[src/rtl/sram_port_arbiter_pkg.sv]
// rtl/sram_port_arbiter_pkg.sv - shared constants, types and helpers for the SRAM port arbiter
package sram_port_arbiter_pkg;

    localparam int PerfCntW  = 16;
    localparam int MaxNumReq = 4;

    typedef logic [1:0] req_id_t;

    // Expand a requester ID into a one-hot vector over the maximum requester count
    function automatic logic [MaxNumReq-1:0] onehot_id(input req_id_t id);
        logic [MaxNumReq-1:0] oh;
        oh     = '0;
        oh[id] = 1'b1;
        return oh;
    endfunction

endpackage

[src/rtl/sram_port_arbiter_if.sv]
// rtl/sram_port_arbiter_if.sv - requester-side and SRAM-side bus bundle for the SRAM port arbiter
interface sram_port_arbiter_if #(
    parameter int NumReq = 2,
    parameter int SramAw = 14,
    parameter int SramDw = 32
);
    localparam int MaskW = SramDw / 8;

    // Requester side
    logic [NumReq-1:0]             req;
    logic [NumReq-1:0]             we;
    logic [NumReq-1:0][SramAw-1:0] addr;
    logic [NumReq-1:0][SramDw-1:0] wdata;
    logic [NumReq-1:0][MaskW-1:0]  wmask;
    logic [NumReq-1:0]             gnt;
    logic [NumReq-1:0]             rvalid;
    logic [SramDw-1:0]             rdata;
    logic [1:0]                    rerror;

    // SRAM side
    logic                          sram_req;
    logic                          sram_we;
    logic [SramAw-1:0]             sram_addr;
    logic [SramDw-1:0]             sram_wdata;
    logic [MaskW-1:0]              sram_wmask;
    logic                          sram_gnt;
    logic                          sram_rvalid;
    logic [SramDw-1:0]             sram_rdata;
    logic [1:0]                    sram_rerror;

    // Arbiter view
    modport slave (
        input  req, we, addr, wdata, wmask, sram_gnt, sram_rvalid, sram_rdata, sram_rerror,
        output gnt, rvalid, rdata, rerror, sram_req, sram_we, sram_addr, sram_wdata, sram_wmask
    );

    // Environment view (requesters plus SRAM)
    modport master (
        output req, we, addr, wdata, wmask, sram_gnt, sram_rvalid, sram_rdata, sram_rerror,
        input  gnt, rvalid, rdata, rerror, sram_req, sram_we, sram_addr, sram_wdata, sram_wmask
    );

endinterface

[src/rtl/sram_port_arbiter_id_fifo.sv]
// rtl/sram_port_arbiter_id_fifo.sv - in-order requester-ID FIFO tracking reads in flight
module sram_arb_id_fifo #(
    parameter int Depth = 2,
    parameter int Width = 2
) (
    input  logic             clk_i,
    input  logic             rst_ni,
    input  logic             push_i,
    input  logic             pop_i,
    input  logic [Width-1:0] wdata_i,
    output logic [Width-1:0] rdata_o,
    output logic             full_o,
    output logic             empty_o,
    output logic             pop_err_o
);
    localparam int PtrW = (Depth > 1) ? $clog2(Depth) : 1;
    localparam int CntW = $clog2(Depth + 1);

    logic [Width-1:0] mem_q [Depth];
    logic [PtrW-1:0]  wr_q, wr_d, rd_q, rd_d;
    logic [CntW-1:0]  cnt_q, cnt_d;
    logic             push_ok, pop_ok;

    assign full_o    = (cnt_q == CntW'(Depth));
    assign empty_o   = (cnt_q == '0);
    assign push_ok   = push_i & ~full_o;
    assign pop_ok    = pop_i & ~empty_o;
    assign pop_err_o = pop_i & empty_o;
    assign rdata_o   = mem_q[rd_q];

    // Pointer wrap and occupancy update; push and pop together leave occupancy unchanged
    always_comb begin
        wr_d  = wr_q;
        rd_d  = rd_q;
        cnt_d = cnt_q;
        if (push_ok) begin
            wr_d = (wr_q == PtrW'(Depth - 1)) ? '0 : wr_q + 1'b1;
        end
        if (pop_ok) begin
            rd_d = (rd_q == PtrW'(Depth - 1)) ? '0 : rd_q + 1'b1;
        end
        if (push_ok && !pop_ok) begin
            cnt_d = cnt_q + 1'b1;
        end else if (pop_ok && !push_ok) begin
            cnt_d = cnt_q - 1'b1;
        end
    end

    // Pointer and occupancy registers, reset to empty
    always_ff @(posedge clk_i or negedge rst_ni) begin
        if (!rst_ni) begin
            wr_q  <= '0;
            rd_q  <= '0;
            cnt_q <= '0;
        end else begin
            wr_q  <= wr_d;
            rd_q  <= rd_d;
            cnt_q <= cnt_d;
        end
    end

    // Storage needs no reset: entries are only read when the occupancy says they are valid
    always_ff @(posedge clk_i) begin
        if (push_ok) begin
            mem_q[wr_q] <= wdata_i;
        end
    end

endmodule

[src/rtl/sram_port_arbiter.sv]
// rtl/sram_port_arbiter.sv - round-robin SRAM port arbiter with in-order read routing; SRAM_PORT_ARBITER_PERF_EN adds perf counters
module sram_port_arbiter
    import sram_port_arbiter_pkg::*;
#(
    parameter int NumReq         = 2,
    parameter int SramAw         = 14,
    parameter int SramDw         = 32,
    parameter int MaxOutstanding = 2
) (
    input  logic                             clk_i,
    input  logic                             rst_ni,
    sram_port_arbiter_if.slave               bus,
`ifdef SRAM_PORT_ARBITER_PERF_EN
    input  logic                             perf_clr_i,
    output logic [NumReq-1:0][PerfCntW-1:0]  perf_grant_cnt_o,
    output logic [NumReq-1:0][PerfCntW-1:0]  perf_stall_cnt_o,
`endif
    output logic                             rsp_err_o
);
    localparam int MaskW = SramDw / 8;

    logic [NumReq-1:0]    req_eff, eligible, gnt;
    logic [MaxNumReq-1:0] win_oh, head_oh;
    req_id_t              win_id, rr_q, rr_d, head_id;
    logic                 win_found, win_we, hs;
    logic                 fifo_full, fifo_empty, fifo_push, fifo_pop, pop_err;
    logic                 rsp_err_q, rsp_err_d;

    // Requests are ignored while reset is asserted so every output reads 0
    assign req_eff  = rst_ni ? bus.req : '0;
    // A full ID FIFO blocks reads only; it is not bypassed by a same-cycle pop
    assign eligible = req_eff & (bus.we | {NumReq{~fifo_full}});

    // Round-robin search over eligible requesters starting at rr_q
    always_comb begin
        win_found = 1'b0;
        win_id    = '0;
        for (int off = 0; off < NumReq; off++) begin
            for (int i = 0; i < NumReq; i++) begin
                if (!win_found && eligible[i] && ((int'(rr_q) + off) % NumReq == i)) begin
                    win_found = 1'b1;
                    win_id    = req_id_t'(i);
                end
            end
        end
    end

    // Winner payload onto the SRAM port; all zero when nobody is eligible
    always_comb begin
        win_we         = 1'b0;
        bus.sram_addr  = '0;
        bus.sram_wdata = '0;
        bus.sram_wmask = '0;
        for (int i = 0; i < NumReq; i++) begin
            if (win_found && win_id == req_id_t'(i)) begin
                win_we         = bus.we[i];
                bus.sram_addr  = bus.addr[i];
                bus.sram_wdata = bus.wdata[i];
                bus.sram_wmask = bus.wmask[i];
            end
        end
    end

    assign win_oh       = onehot_id(win_id);
    assign hs           = win_found & bus.sram_gnt;
    assign gnt          = win_oh[NumReq-1:0] & {NumReq{hs}};
    assign bus.gnt      = gnt;
    assign bus.sram_req = win_found;
    assign bus.sram_we  = win_we;

    assign fifo_push = hs & ~win_we;
    assign fifo_pop  = bus.sram_rvalid & rst_ni;

    sram_arb_id_fifo #(
        .Depth (MaxOutstanding),
        .Width ($bits(req_id_t))
    ) u_id_fifo (
        .clk_i     (clk_i),
        .rst_ni    (rst_ni),
        .push_i    (fifo_push),
        .pop_i     (fifo_pop),
        .wdata_i   (win_id),
        .rdata_o   (head_id),
        .full_o    (fifo_full),
        .empty_o   (fifo_empty),
        .pop_err_o (pop_err)
    );

    // Responses pass straight through to the requester at the head of the ID FIFO
    assign head_oh     = onehot_id(head_id);
    assign bus.rvalid  = (fifo_pop && !fifo_empty) ? head_oh[NumReq-1:0] : '0;
    assign bus.rdata   = rst_ni ? bus.sram_rdata : '0;
    assign bus.rerror  = rst_ni ? bus.sram_rerror : 2'b00;
    assign rsp_err_o   = rsp_err_q;

    // Next pointer follows the last winner; a stalled winner keeps its priority
    always_comb begin
        rr_d      = rr_q;
        rsp_err_d = rsp_err_q | pop_err;
        if (hs) begin
            rr_d = (int'(win_id) == NumReq - 1) ? '0 : win_id + 1'b1;
        end
    end

    // Round-robin pointer and sticky protocol-error flag
    always_ff @(posedge clk_i or negedge rst_ni) begin
        if (!rst_ni) begin
            rr_q      <= '0;
            rsp_err_q <= 1'b0;
        end else begin
            rr_q      <= rr_d;
            rsp_err_q <= rsp_err_d;
        end
    end

`ifdef SRAM_PORT_ARBITER_PERF_EN
    logic [NumReq-1:0][PerfCntW-1:0] pg_q, pg_d, ps_q, ps_d;

    // Saturating grant/stall counters; clear wins over increment
    always_comb begin
        pg_d = pg_q;
        ps_d = ps_q;
        for (int i = 0; i < NumReq; i++) begin
            if (perf_clr_i) begin
                pg_d[i] = '0;
                ps_d[i] = '0;
            end else begin
                if (gnt[i] && pg_q[i] != '1) begin
                    pg_d[i] = pg_q[i] + 1'b1;
                end
                if (req_eff[i] && !gnt[i] && ps_q[i] != '1) begin
                    ps_d[i] = ps_q[i] + 1'b1;
                end
            end
        end
    end

    // Perf counter registers
    always_ff @(posedge clk_i or negedge rst_ni) begin
        if (!rst_ni) begin
            pg_q <= '0;
            ps_q <= '0;
        end else begin
            pg_q <= pg_d;
            ps_q <= ps_d;
        end
    end

    assign perf_grant_cnt_o = pg_q;
    assign perf_stall_cnt_o = ps_q;
`else
    logic unused_mask_w;
    assign unused_mask_w = (MaskW == 0);
`endif

endmodule

[src/flat_wrapper.sv]
// flat-port wrapper written by rule: the top's interface ports become plain ports
module sram_port_arbiter_flat import sram_port_arbiter_pkg::*;
#(
    parameter int NumReq         = 2,
    parameter int SramAw         = 14,
    parameter int SramDw         = 32,
    parameter int MaxOutstanding = 2
)
  (clk_i, rst_ni, rsp_err_o, bus_req, bus_we, bus_addr, bus_wdata, bus_wmask, bus_sram_gnt, bus_sram_rvalid, bus_sram_rdata, bus_sram_rerror, bus_gnt, bus_rvalid, bus_rdata, bus_rerror, bus_sram_req, bus_sram_we, bus_sram_addr, bus_sram_wdata, bus_sram_wmask);
  sram_port_arbiter_if #(.NumReq(NumReq), .SramAw(SramAw), .SramDw(SramDw)) bus_i ();
  input  logic clk_i;
  input  logic rst_ni;
  output logic rsp_err_o;
  input wire logic [$bits(bus_i.req)-1:0] bus_req;
  input wire logic [$bits(bus_i.we)-1:0] bus_we;
  input wire logic [$bits(bus_i.addr)-1:0] bus_addr;
  input wire logic [$bits(bus_i.wdata)-1:0] bus_wdata;
  input wire logic [$bits(bus_i.wmask)-1:0] bus_wmask;
  input wire logic [$bits(bus_i.sram_gnt)-1:0] bus_sram_gnt;
  input wire logic [$bits(bus_i.sram_rvalid)-1:0] bus_sram_rvalid;
  input wire logic [$bits(bus_i.sram_rdata)-1:0] bus_sram_rdata;
  input wire logic [$bits(bus_i.sram_rerror)-1:0] bus_sram_rerror;
  output wire logic [$bits(bus_i.gnt)-1:0] bus_gnt;
  output wire logic [$bits(bus_i.rvalid)-1:0] bus_rvalid;
  output wire logic [$bits(bus_i.rdata)-1:0] bus_rdata;
  output wire logic [$bits(bus_i.rerror)-1:0] bus_rerror;
  output wire logic [$bits(bus_i.sram_req)-1:0] bus_sram_req;
  output wire logic [$bits(bus_i.sram_we)-1:0] bus_sram_we;
  output wire logic [$bits(bus_i.sram_addr)-1:0] bus_sram_addr;
  output wire logic [$bits(bus_i.sram_wdata)-1:0] bus_sram_wdata;
  output wire logic [$bits(bus_i.sram_wmask)-1:0] bus_sram_wmask;
  assign bus_i.req = bus_req;
  assign bus_i.we = bus_we;
  assign bus_i.addr = bus_addr;
  assign bus_i.wdata = bus_wdata;
  assign bus_i.wmask = bus_wmask;
  assign bus_i.sram_gnt = bus_sram_gnt;
  assign bus_i.sram_rvalid = bus_sram_rvalid;
  assign bus_i.sram_rdata = bus_sram_rdata;
  assign bus_i.sram_rerror = bus_sram_rerror;
  assign bus_gnt = bus_i.gnt;
  assign bus_rvalid = bus_i.rvalid;
  assign bus_rdata = bus_i.rdata;
  assign bus_rerror = bus_i.rerror;
  assign bus_sram_req = bus_i.sram_req;
  assign bus_sram_we = bus_i.sram_we;
  assign bus_sram_addr = bus_i.sram_addr;
  assign bus_sram_wdata = bus_i.sram_wdata;
  assign bus_sram_wmask = bus_i.sram_wmask;
  sram_port_arbiter #(.NumReq(NumReq), .SramAw(SramAw), .SramDw(SramDw), .MaxOutstanding(MaxOutstanding)) u_core (.clk_i(clk_i), .rst_ni(rst_ni), .bus(bus_i), .rsp_err_o(rsp_err_o));
endmodule
[config.mk]
export PLATFORM = sky130hd
export DESIGN_NAME = sram_port_arbiter_flat
export DESIGN_NICKNAME = d
export VERILOG_FILES = /design/src/rtl/sram_port_arbiter_pkg.sv /design/src/rtl/sram_port_arbiter_if.sv /design/src/rtl/sram_port_arbiter_id_fifo.sv /design/src/rtl/sram_port_arbiter.sv /design/src/flat_wrapper.sv
export SDC_FILE = /design/constraint.sdc
export NUM_CORES = 1
export LEC_CHECK = 0
export BUFFER_PORTS_ARGS = -buffer_cell sky130_fd_sc_hd__buf_4
export CAP_MARGIN = 40
export CORE_AREA = 3 3 88 90
export CTS_CLUSTER_SIZE = 30
export DETAILED_ROUTE_END_ITERATION = 10
export DIE_AREA = 0 0 91 93
export GPL_TIMING_DRIVEN = 0
export PLACE_DENSITY = 0.6
export SYNTH_ARGS = -nofsm -noshare
export SYNTH_HDL_FRONTEND = slang
export SYNTH_SLANG_ARGS = --single-unit
[constraint.sdc]
create_clock -name clk_i -period 5.5 [get_ports clk_i]
set_input_delay 1.375 -clock clk_i [delete_from_list [all_inputs] [get_ports clk_i]]
set_output_delay 1.375 -clock clk_i [all_outputs]
set_load 0.03 [all_outputs]
==> results.tsv, run 1 <==
metric	value	unit
total_power	0.691	mW
hold_viol	0	
drive_gt1_frac	0.653	
async_flop_share	0.750	
drc	0	
start_util	0.178	
max-vdd-ir-drop	0.0752	mV
skew	0.00685	ns
cts.sinks	8	
worstHoldStart	u_core.rsp_err_o	
syn_inst	150	
cts_tree	yes	
worst_ep_required_time	4.12	ns
areaGrowthSynthToFinish	150	%
wl_per_cell	14.5	um
dr.first_iter.drc_count	65	
ys_warn_count	0	
viasPerCell	4.43	
drtPass1Iterations	4	
postCtsSetupRepairBufs	0	
antenna_found_initial	0	
crit_path_start_kind	input pin	
ys_seq_area_frac	0.166	
synth_area_leaders	a22o_1 (34%), and2_1 (17%), dfrtp_1 (12%)	
status	finished clean	
post-route-min-period	4.14	ns
grt.overflow.total	0	
synthFlopType	dfrtp_1	
fin_tns_setup	0	ns
die_w	91	um
numCtsBuffers	3	
clock-root-buffer	clkbuf_8	
port_buffers	232	
fin_area	3180	um^2
p_leak	1.73	nW
relSlewSlack	0.711	
path_clk_slew	0.04	ns
dieArea	8460	um^2
path_class	input pin to output pin	
ys_types	33	
synth_nets	293	
drv_slew	0	
worstMarginPinSlew	0.432	ns
htreeDepth	1	
fin_util	0.446	
grt_start_max_net_pins	13	
grt_pass1_vias	2229	
synth_area_per_cell	8.47	um^2
r2r_end	u_core.u_id_fifo.cnt_q[1]	
die-height	93	um
place_hpwl	6.12	mm
cts_buffer_depth	2	
cts_hold_buf	0	
rr_worst_depth	8	
r2r-start	u_core.u_id_fifo.cnt_q[0]	
end_kind	output pin	
io_pins	233	
row_count	31	
powerDensity	217	nW/um^2
clk_latency	0.24	ns
critPathMaxFanout	12	
synth.most_common_cell	a22o_1	
wl	7.01	mm
synth-edff-count	2	
n_antenna_cell	0	
rrSetupSlack	3.55	ns
dpl_cell_area	3140	um^2
cp-endpoint	bus_sram_addr[0]	
hp-class	flip-flop to flip-flop	
fmax	241	MHz
setup_viol	0	
final_cells	485	
yosys_register_bits	8	
synthTopCellsByCount	a22o_1 (50), and2_1 (35), nor2_1 (7)	
grt.total_usage	0.148	
crit_start	rst_ni	
maxCapViolations	0	
cts.repair.resized	0	
route.vias.total	2148	
cp.arrival	2.77	ns
synth_area_leader_cell	a22o_1	
place_congestion	0.731	
grt_pass1_wl	10.3	mm
netlist.area_leader.share	0.345	
coreArea	7140	um^2
antenna_left	0	
placed_cells	481	
rsz0062_at_grt	no	
fin_nets	530	
period_share	0.753	
netlist_area	1270	um^2
through the flow:
stage / hold WS, ns / setup WS, ns
after floorplan: 0.468 / 1.77
after global placement: 0.456 / 1.30
after detailed placement: 0.459 / 1.33
after CTS: 0.468 / 1.31
after global routing: 0.504 / 1.21
final: 0.464 / 1.36
flip-flops by register name, summed over array words and instances, names as in the netlist:
name,count
u_core.u_id_fifo.rd_q,1
u_core.u_id_fifo.wr_q,1
u_core.rr_q,1
u_core.rsp_err_o,1
u_core.u_id_fifo.cnt_q,2
u_core.u_id_fifo.mem_q,2
power by group:
part           switching (mW)  total, mW  internal (mW)
registers              0.0194      0.102         0.0831
logic                   0.275      0.512          0.237
clock network          0.0261     0.0766         0.0505
cell families after synthesis:
kind of cell	count (synthesis)	synth area share
flip-flops	8	0.166
adder cells (fa/ha/maj)	1	0.00985
AND/OR/NAND/NOR	55	0.260
multiplexers	1	0.00788
XOR/XNOR	4	0.0276
AO/OA/AOI/OAI	63	0.435
buffers and inverters	18	0.0936
per-layer routing:
metal	GRT usage	vias up	wire [um]
met2	0.303	138	3830
met5	0	-	0
met3	0.0499	9	784
li1	-	1044	-
met1	0.139	957	2280
met4	0.0364	0	114
critical path, cell delays in order:
cell,delay [ns]
buf_4,0.17
and2_1,0.18
o21a_2,0.15
a21oi_2,0.26
buf_2,0.28
a22o_1,0.18
buf_4,0.16
cells in the final DEF (no fill, tap or decap), drive strengths merged:
cell type,count
nor2,7
xnor2,2
nand3b,1
nor3,1
a21oi,3
xor2,2
and2,35
buf,243
nand2,3
nand3,2
a31o,2
a22o,50
mux2i,1
edfxtp,2
inv,2
ha,1
o211ai,2
and4b,1
clkbuf,9
a211o,1
a21o,1
nand4b,1
dfrtp,6
nand2b,2
nor2b,1
nand4,1
o21a,2
o2111ai,2
worst min-delay path by stage:
| stage | end | cells after the start |
|---|---|---|
| finish | u_core.rsp_err_o | 1 |
| floorplan | u_core.u_id_fifo.rd_q | 1 |
| CTS | u_core.rsp_err_o | 1 |
| global placement | u_core.rsp_err_o | 1 |
| global route | u_core.rsp_err_o | 1 |
| detailed placement | u_core.rsp_err_o | 1 |
final cells by class:
cell class / count / area (um^2)
Buffer: 16 / 111
Clock buffer: 4 / 45.0
Fill cell: 751 / 3960
Inverter: 2 / 7.51
Multi-Input combinational cell: 124 / 941
Sequential cell: 8 / 210
Tap cell: 99 / 124
Timing Repair Buffer: 232 / 1740
No activity file was read; power rests on OpenSTA's default activity.
==> run 2, diff against run 1 <==
--- a/config.mk
+++ b/config.mk
@@ -7,12 +7,12 @@
 export LEC_CHECK = 0
 export BUFFER_PORTS_ARGS = -buffer_cell sky130_fd_sc_hd__buf_4
 export CAP_MARGIN = 40
-export CORE_AREA = 3 3 88 90
+export CORE_AREA = 3 3 89 91
 export CTS_CLUSTER_SIZE = 30
 export DETAILED_ROUTE_END_ITERATION = 10
-export DIE_AREA = 0 0 91 93
+export DIE_AREA = 0 0 92 94
 export GPL_TIMING_DRIVEN = 0
-export PLACE_DENSITY = 0.6
+export PLACE_DENSITY = 0.59
 export SYNTH_ARGS = -nofsm -noshare
 export SYNTH_HDL_FRONTEND = slang
 export SYNTH_SLANG_ARGS = --single-unit
==> constraint.sdc (replaced) <==
create_clock -name clk_i -period 3.9 [get_ports clk_i]
set_input_delay 0.975 -clock clk_i [delete_from_list [all_inputs] [get_ports clk_i]]
set_output_delay 0.975 -clock clk_i [all_outputs]
set_load 0.03 [all_outputs]
==> run 2 against run 1 <==
  * Die area rose by 2.2%
  * Sequential share of layout area did not move
  * Flip-flop and latch count did not move
  * Highest routed layer unchanged
==> results.tsv, run 2 (synthesis gave the netlist of run 1 again) <==
metric	value	unit	change
clk_latency	0.23	ns	about the same
rsz0062_at_grt	no		
worstMarginPinSlew	0.400	ns	-0.0319 ns
post-route-min-period	3.34	ns	
dr.first_iter.drc_count	43		-34%
p_leak	1.73	nW	unchanged
met3_usage	0.0449		-0.00501
rr_worst_depth	8		unchanged
maxCapViolations	0		unchanged
rrSetupSlack	1.98	ns	-1.57 ns
period_share	0.856		
drtPass1Iterations	4		unchanged
total_power	0.970	mW	+40%
powerDensity	305	nW/um^2	+40%
drive_gt1_frac	0.653		unchanged
worstHoldStart	u_core.rsp_err_o		
critPathMaxFanout	12		unchanged
die_w	92	um	+1.1%
grt_pass1_vias	2184		-2.0%
clock-root-buffer	clkbuf_8		
hold_viol	0		unchanged
skew	0.00511	ns	-0.00174 ns
seqCellArea	210	um^2	unchanged
grt.total_usage	0.146		-0.00265
grt_pass1_wl	10.4	mm	+1.0%
dieArea	8650	um^2	+2.2%
cpMaxStageDelayCell	buf_2		
worst_ep_required_time	2.92	ns	-1.20 ns
crit_path_start_kind	input pin		
top_regs	u_core.u_id_fifo.cnt_q (2), u_core.u_id_fifo.mem_q (2)		
cts.sinks	8		unchanged
path_clk_slew	0.04	ns	about the same
start_util	0.176		-0.00191
setup_viol	0		unchanged
grtUsageMet2	0.276		-0.0267
wl	6.89	mm	-1.7%
cts_buffer_depth	2		unchanged
top_usage_layer	met2		
dpl_cell_area	3140	um^2	unchanged
place_hpwl	6.10	mm	-0.33%
grt_start_max_net_pins	13		unchanged
grt.overflow.total	0		unchanged
fin_area	3180	um^2	unchanged
io_pins	233		unchanged
final_common_cell	buf_4		
cp-endpoint	bus_sram_addr[0]		
most-common-layout-cells	buf_4 (232), a22o_1 (50), and2_1 (35)		
status	finished clean		
path_class	input pin to output pin		
die-height	94	um	+1.1%
antenna_found_initial	0		unchanged
drc	0		unchanged
cts.repair.resized	0		unchanged
multiInputGateArea	941	um^2	unchanged
end_kind	output pin		
fillCellCount	759		+1.1%
port_buffers	232		unchanged
path_cells	buf_4 > and2_1 > o21a_2 > a21oi_2 > buf_2 > a22o_1 > buf_4		
max-vdd-ir-drop	0.131	mV	+74%
relSlewSlack	0.732		+0.0214
coreArea	7210	um^2	+1.1%
crit_top_cell	buf_4		
route.vias.total	2106		-2.0%
grtUsageMet1	0.162		+0.0222
r2r_end	u_core.u_id_fifo.cnt_q[1]		
cts_hold_buf	0		unchanged
row_count	31		unchanged
antenna_left	0		unchanged
areaGrowthSynthToFinish	150	%	unchanged
wl_per_cell	14.2	um	-1.7%
viasPerCell	4.34		-2.0%
crit_start	rst_ni		
fin_tns_setup	0	ns	unchanged
fmax	300	MHz	
cts_tree	yes		
max_stage_delay	0.28	ns	about the same
place_congestion	0.743		+1.7%
postCtsSetupRepairBufs	0		unchanged
r2r-start	u_core.u_id_fifo.cnt_q[0]		
hp-class	flip-flop to flip-flop		
fin_nets	530		unchanged
n_antenna_cell	0		unchanged
htreeDepth	1		unchanged
cp.arrival	2.36	ns	-0.41 ns
numCtsBuffers	3		unchanged
drv_slew	0		unchanged
run 2: cell counts in the layout (fill, tap and decap cells not counted):
Identical to the previous run, type by type.
run 2: power breakdown:
group	switching, mW	total, mW	internal, mW
combinational	0.384	0.718	0.335
sequential	0.0275	0.145	0.117
clock	0.0355	0.107	0.0711
total	0.447	0.970	0.523
run 2: stage by stage:
stage	utilization	instances	hold WS (ns)	worst slack (ns)
5_1_grt	0.441	485	0.497	0.398
3_5_place_dp	0.435	481	0.457	0.503
6_report	0.441	485	0.460	0.561
3_3_place_gp	0.435	481	0.457	0.521
4_1_cts	0.441	485	0.467	0.499
2_1_floorplan	-	150	0.468	0.975
run 2: final cells by class:
| cell class | instances | share of cell area |
|---|---|---|
| timing repair buffer | 232 | 0.548 |
| multi-input combinational | 124 | 0.296 |
| sequential | 8 | 0.0661 |
| tap | 99 | 0.0389 |
| buffer | 16 | 0.0350 |
| clock buffer | 4 | 0.0142 |
| inverter | 2 | 0.00236 |
run 2: worst min path at each step:
stage          cells after the start                     to
6_report                           1       u_core.rsp_err_o
4_1_cts                            1       u_core.rsp_err_o
2_1_floorplan                      1  u_core.u_id_fifo.rd_q
5_1_grt                            1       u_core.rsp_err_o
3_5_place_dp                       1       u_core.rsp_err_o
3_3_place_gp                       1       u_core.rsp_err_o
run 2: worst max-delay path, delay by kind of cell:
| kind | cells | cell delay (ns) |
|---|---|---|
| and+or+nand+nor | 1 | 0.18 |
| AOI/OAI and AO/OA | 3 | 0.60 |
| buffers and inverters | 3 | 0.61 |
run 2: metal layers:
layer	up-vias	wire, um
met5	-	0
met4	0	95
met3	8	717
met2	130	3660
met1	922	2420
li1	1046	-
==> run 3, diff against run 2 <==
--- a/config.mk
+++ b/config.mk
@@ -5,14 +5,13 @@
 export SDC_FILE = /design/constraint.sdc
 export NUM_CORES = 1
 export LEC_CHECK = 0
-export BUFFER_PORTS_ARGS = -buffer_cell sky130_fd_sc_hd__buf_4
-export CAP_MARGIN = 40
-export CORE_AREA = 3 3 89 91
+export CORE_AREA = 3 3 90 92
 export CTS_CLUSTER_SIZE = 30
 export DETAILED_ROUTE_END_ITERATION = 10
-export DIE_AREA = 0 0 92 94
+export DIE_AREA = 0 0 93 95
+export DONT_BUFFER_PORTS = 1
 export GPL_TIMING_DRIVEN = 0
-export PLACE_DENSITY = 0.59
+export PLACE_DENSITY = 0.32
 export SYNTH_ARGS = -nofsm -noshare
 export SYNTH_HDL_FRONTEND = slang
 export SYNTH_SLANG_ARGS = --single-unit
==> run 3 against run 2 <==
  * Clock-buffer cell count unchanged
  * Final area is 55% lower
  * Total power decreased by 25%
  * Sequential power is essentially flat
  * Critical path depth fell by 2
  * Clock power is essentially flat
==> results.tsv, run 3 (synthesis gave the netlist of run 1 again) <==
metric	value	unit	change
status	finished clean		
cts.sinks	8		unchanged
antenna_left	0		unchanged
place_hpwl	5.65	mm	-7.4%
htreeDepth	1		unchanged
drv_slew	0		unchanged
grt_pass1_vias	1408		-36%
setup_slack	0.670	ns	+0.109 ns
fin_tns_setup	0	ns	unchanged
rr_worst_depth	8		unchanged
cp.arrival	2.25	ns	-0.11 ns
grt.overflow.total	0		unchanged
fin_area	1440	um^2	-55%
total_power	0.730	mW	-25%
areaGrowthSynthToFinish	13.3	%	
io_pins	233		unchanged
end_kind	output pin		
fmax	310	MHz	+3.4%
clk_latency	0.23	ns	about the same
route.vias.total	1308		-38%
final_cells	253		-48%
drive_gt1_frac	0.130		-0.523
period_share	0.828		-0.0280
start_util	0.174		-0.00187
port_buffers	0		-100%
crit_start	rst_ni		
hp-class	input pin to async pin		
drtPass1Iterations	4		unchanged
wl_per_cell	24.7	um	+74%
powerDensity	507	nW/um^2	+66%
place_congestion	0.833		+12%
hold_viol	0		unchanged
drc	0		unchanged
n_antenna_cell	0		unchanged
clock-root-buffer	clkbuf_8		
max-vdd-ir-drop	0.102	mV	-22%
post-route-min-period	3.23	ns	-0.109 ns
postCtsSetupRepairBufs	0		unchanged
worst_ep_required_time	2.92	ns	about the same
coreArea	7290	um^2	+1.1%
fin_nets	298		-44%
dpl_cell_area	1390	um^2	-56%
grt.total_usage	0.125		-0.0210
die-height	95	um	+1.1%
fin_util	0.197		-0.244
skew	0.000350	ns	-0.00476 ns
dieArea	8840	um^2	+2.2%
critPathMaxFanout	12		unchanged
cts.repair.resized	0		unchanged
die_w	93	um	+1.1%
top_regs	u_core.u_id_fifo.cnt_q (2), u_core.u_id_fifo.mem_q (2)		
cts_tree	yes		
most-common-layout-cells	a22o_1 (50), and2_1 (35), nor2_1 (7)		
relSlewSlack	0.447		-0.286
placed_cells	249		-48%
place_ws	0.605	ns	+0.102 ns
p_leak	0.586	nW	-66%
setup_viol	0		unchanged
cts_buffer_depth	2		unchanged
rsz0062_at_grt	no		
antenna_found_initial	1		+1
viasPerCell	5.17		+19%
r2r-start	u_core.u_id_fifo.cnt_q[0]		
crit_path_start_kind	input pin		
row_count	31		unchanged
maxCapViolations	0		unchanged
dr.first_iter.drc_count	39		-9.3%
worstMarginPinSlew	0.830	ns	+0.430 ns
numCtsBuffers	3		unchanged
final_common_cell	a22o_1		
path_class	input pin to output pin		
path_clk_slew	0.04	ns	about the same
wl	6.25	mm	-9.3%
cts_hold_buf	0		unchanged
hold_ws	0.443	ns	-0.0173 ns
grt_pass1_wl	8.42	mm	-19%
grt_start_max_net_pins	13		unchanged
run 3: path summary, 6_finish.rpt:
path | end | slack [ns]
max | bus_sram_wdata[6] | 0.67
min | u_core.u_id_fifo.cnt_q[0] | 0.44
max reg2reg | u_core.u_id_fifo.cnt_q[1] | 1.49
min reg2reg | u_core.u_id_fifo.rd_q | 0.50
max in group asynchronous | u_core.rr_q[0] | 3.39
min in group clk_i | u_core.u_id_fifo.rd_q | 0.50
run 3: worst max-delay path: stages:
cell	delay [ns]
and2_1	0.15
o21a_2	0.15
a21oi_2	0.30
buf_2	0.27
a22o_1	0.40
run 3: layout make-up:
class | count | area [um^2]
plain buffers | 16 | 111
clock buffers | 4 | 45.0
fillers | 856 | 5850
inverters | 2 | 7.51
multi-input cells | 124 | 941
flip-flops and latches | 8 | 210
well taps | 99 | 124
run 3: power breakdown:
group / internal, mW / switching [mW]
sequential: 0.117 / 0.0311
clock: 0.0710 / 0.0337
combinational: 0.135 / 0.342
run 3: per-layer routing:
metal	global-route usage	share of wire	vias up
li1	-	-	581
met1	0.134	0.35	616
met2	0.243	0.56	105
met3	0.0375	0.094	4
met4	0.0171	0.0019	2
met5	0	0.0024	-
